File: src/rtl/hazard_stall_controller.sv
// -----------------------------------------------------------------------------
// hazard_stall_controller
//
// Stall sequencer for the five-stage pipeline. Two jobs:
//   1. Load-use detection: a lw in Execute whose destination is read by the
//      instruction in Decode stalls PC/FD for one cycle and bubbles DX.
//   2. Mult/div handshake: a mul/div in Execute freezes PC/FD/DX while the
//      multi-cycle unit runs, then releases the pipeline for one DONE cycle
//      in which the XM latch captures the result.
//
// Ports:
//   clock, reset                 rising-edge clock, synchronous active-high reset
//   IR_Decode, IR_Execute        instructions in the FD and DX latches
//   md_resultRDY, md_exception   mult/div result-valid pulse and its error flag
//   stall_front                  hold PC and FD latch
//   hold_execute                 hold DX latch (mult/div stall only)
//   flush_execute                load a nop into DX (load-use stall only)
//   ctrl_MULT, ctrl_DIV          one-cycle start pulses (registered, state START)
//   md_latch_en                  XM takes the mult/div result (registered, DONE)
//   md_dest, md_status           writeback register and status value
//   lu_stall_count, md_stall_count  stall-cycle performance counters
//
// Parameter MD_TIMEOUT: BUSY cycles after which the operation is forced to
// complete with an exception.
//
// Optional feature: define STALL_PERF_EN to build the two stall counters.
// Without it both count outputs are tied to zero and no counter flops exist.
// -----------------------------------------------------------------------------
module hazard_stall_controller #(
    parameter int MD_TIMEOUT = 40
) (
    input  logic        clock,
    input  logic        reset,
    input  logic [31:0] IR_Decode,
    input  logic [31:0] IR_Execute,
    input  logic        md_resultRDY,
    input  logic        md_exception,
    output logic        stall_front,
    output logic        hold_execute,
    output logic        flush_execute,
    output logic        ctrl_MULT,
    output logic        ctrl_DIV,
    output logic        md_latch_en,
    output logic [4:0]  md_dest,
    output logic [31:0] md_status,
    output logic [31:0] lu_stall_count,
    output logic [31:0] md_stall_count
);

    localparam logic [4:0] OP_ALU = 5'b00000;
    localparam logic [4:0] OP_LW  = 5'b01000;
    localparam logic [4:0] OP_SW  = 5'b00111;
    localparam logic [4:0] OP_BNE = 5'b00010;
    localparam logic [4:0] OP_BLT = 5'b00110;
    localparam logic [4:0] OP_JR  = 5'b00100;
    localparam logic [4:0] ALU_MUL = 5'b00110;
    localparam logic [4:0] ALU_DIV = 5'b00111;
    localparam logic [4:0] REG_STATUS = 5'd30;
    localparam logic [31:0] TIMEOUT_LAST = 32'(MD_TIMEOUT - 1);

    typedef enum logic [1:0] {
        S_IDLE,
        S_START,
        S_BUSY,
        S_DONE
    } state_t;

    state_t      state_q;
    logic [31:0] timer_q;
    logic        is_div_q;
    logic        ctrl_mult_q;
    logic        ctrl_div_q;
    logic        latch_q;
    logic [4:0]  dest_q;
    logic [31:0] status_q;

    // Instruction field decode
    logic [4:0] d_op, d_rd, d_rs, d_rt;
    logic [4:0] x_op, x_rd, x_alu;
    logic       x_is_mul, x_is_div, x_is_md, x_is_lw;
    logic       d_reads_rt, d_reads_rd, src_match;
    logic       md_stall, lu_stall;

    assign d_op  = IR_Decode[31:27];
    assign d_rd  = IR_Decode[26:22];
    assign d_rs  = IR_Decode[21:17];
    assign d_rt  = IR_Decode[16:12];
    assign x_op  = IR_Execute[31:27];
    assign x_rd  = IR_Execute[26:22];
    assign x_alu = IR_Execute[6:2];

    // Fields the controller never looks at
    logic unused_ir_bits;
    assign unused_ir_bits = ^{IR_Decode[11:0], IR_Execute[21:7], IR_Execute[1:0]};

    assign x_is_mul = (x_op == OP_ALU) && (x_alu == ALU_MUL);
    assign x_is_div = (x_op == OP_ALU) && (x_alu == ALU_DIV);
    assign x_is_md  = x_is_mul || x_is_div;
    assign x_is_lw  = (x_op == OP_LW);

    // R-type reads rt; stores and compare/jump-register forms read rd as a source
    assign d_reads_rt = (d_op == OP_ALU);
    assign d_reads_rd = (d_op == OP_SW) || (d_op == OP_BNE) ||
                        (d_op == OP_BLT) || (d_op == OP_JR);

    assign src_match = (x_rd == d_rs) ||
                       (d_reads_rt && (x_rd == d_rt)) ||
                       (d_reads_rd && (x_rd == d_rd));

    // The detect cycle (IDLE with mul/div in X) already stalls so the op is
    // held in DX while the start pulse goes out.
    assign md_stall = ((state_q == S_IDLE) && x_is_md) ||
                      (state_q == S_START) || (state_q == S_BUSY);

    // A lw and a mul/div cannot both sit in X, but the mask keeps the
    // priority explicit.
    assign lu_stall = x_is_lw && (x_rd != 5'd0) && src_match && !md_stall;

    assign stall_front   = md_stall || lu_stall;
    assign hold_execute  = md_stall;
    assign flush_execute = lu_stall;

    assign ctrl_MULT   = ctrl_mult_q;
    assign ctrl_DIV    = ctrl_div_q;
    assign md_latch_en = latch_q;
    assign md_dest     = dest_q;
    assign md_status   = status_q;

    // Mult/div FSM with registered outputs
    always_ff @(posedge clock) begin
        if (reset) begin
            state_q     <= S_IDLE;
            timer_q     <= '0;
            is_div_q    <= 1'b0;
            ctrl_mult_q <= 1'b0;
            ctrl_div_q  <= 1'b0;
            latch_q     <= 1'b0;
            dest_q      <= '0;
            status_q    <= '0;
        end else begin
            ctrl_mult_q <= 1'b0;
            ctrl_div_q  <= 1'b0;
            latch_q     <= 1'b0;
            case (state_q)
                S_IDLE: begin
                    if (x_is_md) begin
                        state_q     <= S_START;
                        dest_q      <= x_rd;
                        is_div_q    <= x_is_div;
                        ctrl_mult_q <= x_is_mul;
                        ctrl_div_q  <= x_is_div;
                    end
                end
                S_START: begin
                    // resultRDY is deliberately not looked at here
                    timer_q <= '0;
                    state_q <= S_BUSY;
                end
                S_BUSY: begin
                    timer_q <= timer_q + 32'd1;
                    if (md_resultRDY || (timer_q == TIMEOUT_LAST)) begin
                        state_q <= S_DONE;
                        latch_q <= 1'b1;
                        // A timeout without a result is reported as an exception
                        if (!md_resultRDY || md_exception) begin
                            dest_q   <= REG_STATUS;
                            status_q <= is_div_q ? 32'd5 : 32'd4;
                        end else begin
                            status_q <= '0;
                        end
                    end
                end
                S_DONE: begin
                    state_q <= S_IDLE;
                end
                default: begin
                    state_q <= S_IDLE;
                end
            endcase
        end
    end

`ifdef STALL_PERF_EN
    logic [31:0] lu_count_q;
    logic [31:0] md_count_q;

    always_ff @(posedge clock) begin
        if (reset) begin
            lu_count_q <= '0;
            md_count_q <= '0;
        end else begin
            if (lu_stall) lu_count_q <= lu_count_q + 32'd1;
            if (md_stall) md_count_q <= md_count_q + 32'd1;
        end
    end

    assign lu_stall_count = lu_count_q;
    assign md_stall_count = md_count_q;
`else
    assign lu_stall_count = '0;
    assign md_stall_count = '0;
`endif

endmodule

File: config.mk
export PLATFORM = sky130hd
export DESIGN_NAME = hazard_stall_controller
export DESIGN_NICKNAME = d
export VERILOG_FILES = /design/src/rtl/hazard_stall_controller.sv
export SDC_FILE = /design/constraint.sdc
export NUM_CORES = 1
export LEC_CHECK = 0
export ABC_CLOCK_PERIOD_IN_PS = 4600
export CAP_MARGIN = 20
export CORE_UTILIZATION = 42
export DETAILED_ROUTE_END_ITERATION = 8
export PLACE_DENSITY = 0.87
export SYNTH_ARGS = -nofsm -noshare
export SYNTH_HDL_FRONTEND = slang
export SYNTH_SLANG_ARGS = --single-unit
File: constraint.sdc
create_clock -name clock -period 4.6 [get_ports clock]
set_clock_uncertainty 0.2 [all_clocks]
set_input_delay 1.38 -clock clock [delete_from_list [all_inputs] [get_ports clock]]
set_output_delay 1.38 -clock clock [all_outputs]
set_load 0.1 [all_outputs]
==> metrics <==
Die X 87.9 um; Syn Area/Cell 8.22 um2; ranking of synthesized cells by area dfxtp_1 29%, buf_4 23%, xor2_1 7.9%, nor2_1 5.1%, xnor2_1 4.2%; maxcap violations 0; GR Util All Layers between 10% and 20%; dpl cells 527; Unique masters post-synth 42; final std cells w/o fill 540; drt initial violations ~150; final worst setup slack -0.00389 ns; Fmax 217 MHz; cell at the slowest stage of the critical path nor4_2; H-tree depth 2; vias in the first global route 2,326; first-pass GRT wire length ~11,000 um; number of flops mapped to enable cells by yosys 0; DR top layer met4; CP Capture Type output pin; worst hold path class flop to flop; ANT cells 0; Antenna Violating Nets Remaining 0; fin crit share 100%; CTS sink cnt 45; share of layout cells above drive strength 1 11.9%; largest area contributor in the netlist dfxtp_1; largest net degree at the start of global routing 21; Setup Viol. Count Final 2; vias roughly 2,600; CP max stage delay about 0.36 ns; Max clock buf depth 2; Final min period 4.60 ns; DR pass1 iterations 5; Syn Std Cell Area 3100 um2; Synth top cells by count 94 x buf_4, 45 x dfxtp_1, 42 x nor2_1; failing checks setup timing; Worst Hold Depth 1; Synth top area share around 29%; DP Wirelength 5170 um; Crit path arrival time 3.02 ns; full die area 7720 um2; ys async rst share 0%; Peak VDD IR 0.119 mV; Root Buffer clkbuf_8; pwr/cell area 409 nW/um2; Final Hold Viols 0; Initial Util 44.6%; Port Buffers between 50 and 60; CTS Hold Bufs 0; Worst Path Class, Setup input port to output pin; reg2reg end timer_q[23]; I/O Pins 175; Yosys Warn Count 0; number of remaining DRC errors 0; met3 wire len 414 um; required time worst endpoint between 3 and 4 ns; WL met2 3940 um; Post-Route WL 7200 um; hold path endpoint is_div_q; Area Growth Syn to Fin 22.2%; vias per cell between 4 and 5; status finished, violations left; Mapped Cells 377; Relative slew margins between 30 and 40%; total grt overflow 0; Leak roughly 1.6 nW; Clock transition at path regs 0.09 ns; area of the core around 7000 um2; Final Net Count 516; Die Span Y just under 90 um; FP Rows 30; utilization after layout 54.5%; critical path, cell by cell clkdlybuf4s15_1 -> nor4_2 -> nand4_1 -> nor3_4 -> o21bai_2 -> a211oi_4 -> buf_12; Worst-Skew Late Latency 0.30 ns; wl on met1 2720 um; worst reg2reg setup slack 1.92 ns; Synth Register Bits 45; routability-driven placement congestion ratio a little over 0.8; hold wc startpoint is_div_q; CTS tree built; type of origin of the critical path input port; Slew Viols, Final 0; CTS Buf Count 5; crit-path max FO 2; Reg2Reg Depth 7; average wire per cell in the routed design 13.3 um; register area share after synthesis 29.1%; Synth Flop Type dfxtp_1; most numerous cell in the Yosys netlist buf_4; FF-to-FF Start state_q[0]; measured slew at the worst slew-check pin a little under 1 ns; initial antenna violation count 0; FILL cells 598
==> cell families (layout without fill, tap and decap cells) <==
family	count (synthesis)	after routing	synth area share [%]
mux	1	1	0.323
simple gates	137	137	24.1
xor+xnor	43	43	12.2
other cells	1	94	0.121
buf+inv	113	87	25.1
flops	45	45	29.1
fa+ha+maj	5	5	2.02
compound gates	32	32	7.15
==> metal layers <==
layer / vias to the layer above / GRT usage (%)
met2: 111 / 33.3
li1: 1226 / -
met1: 1239 / 19.6
met3: 16 / 3.96
met5: - / 0
met4: 0 / 5.96
==> stage by stage <==
step           area (um2)  setup WS (ns)  power, mW  hold WS [ns]  setup TNS (ns)
2_1_floorplan        3490        0.00994       1.14         0.252               0
6_report             3790       -0.00389       1.55         0.294        -0.00752
3_5_place_dp         3500         -0.267       1.22         0.274          -0.474
5_1_grt              3790        -0.0481       1.61         0.313         -0.0933
4_1_cts              3720       0.000894       1.54         0.294               0
3_3_place_gp         3500         -0.163       1.21         0.266          -0.286
==> cell usage in the layout (no fill, tap or decap), types with 4 or more instances in the layout <==
cell	count
buf_4	15
xnor2_2	4
dlymetal6s2s_1	7
nand3_1	12
ha_1	5
nand2_1	18
nor2_1	41
nand4_1	15
xnor2_1	10
nor3_1	13
clkdlybuf4s50_1	29
clkbuf_8	6
inv_1	11
dfxtp_1	45
dlygate4sd2_1	9
a21oi_1	10
nor4_1	8
conb_1	94
o21ai_0	4
xor2_1	28
==> registers in the layout, indices dropped and copies added, names as in the netlist <==
| name | flops |
|---|---|
| timer_q | 32 |
| md_dest | 5 |
| md_status | 2 |
| state_q | 2 |
| ctrl_DIV | 1 |
| ctrl_MULT | 1 |
| is_div_q | 1 |
| md_latch_en | 1 |
==> repair_timing <==
action	CTS	global route
gates cloned	0	0
setup buffers	3	3
setup endpoints to repair	2	2
pin swaps	15	11
resized for setup	28	13
==> worst max-delay path, delay by kind of cell <==
kind,cells,cell delay [ns]
compound gates,2,0.42
buf+inv,2,0.42
simple gates,3,0.80
==> how the worst max path moves through the flow <==
stage	startpoint	endpoint	slack, ns	depth (start not counted)
global placement	IR_Execute[24]	stall_front	-0.16	7
global route	IR_Decode[23]	stall_front	-0.05	8
detailed placement	IR_Execute[24]	flush_execute	-0.27	8
finish	IR_Decode[30]	flush_execute	-0.004	7
floorplan	IR_Execute[25]	flush_execute	0.01	6
CTS	IR_Decode[28]	flush_execute	0.0009	7
==> power by group <==
part	total, mW	switching (mW)	internal [mW]
clock network	0.310	0.133	0.177
registers	0.430	0.0175	0.412
logic	0.808	0.648	0.159
total	1.55	0.799	0.748
==> cell type report <==
cell class | instances | area (um2) | share of cell area (%)
clock buffer | 6 | 82.6 | 2.18
clock inverter | 2 | 37.5 | 0.991
inverter | 11 | 41.3 | 1.09
multi-input combinational | 312 | 1920 | 50.8
sequential | 45 | 901 | 23.8
tap | 96 | 120 | 3.17
timing repair buffer | 68 | 682 | 18.0
(Power assumes the default switching activity.)
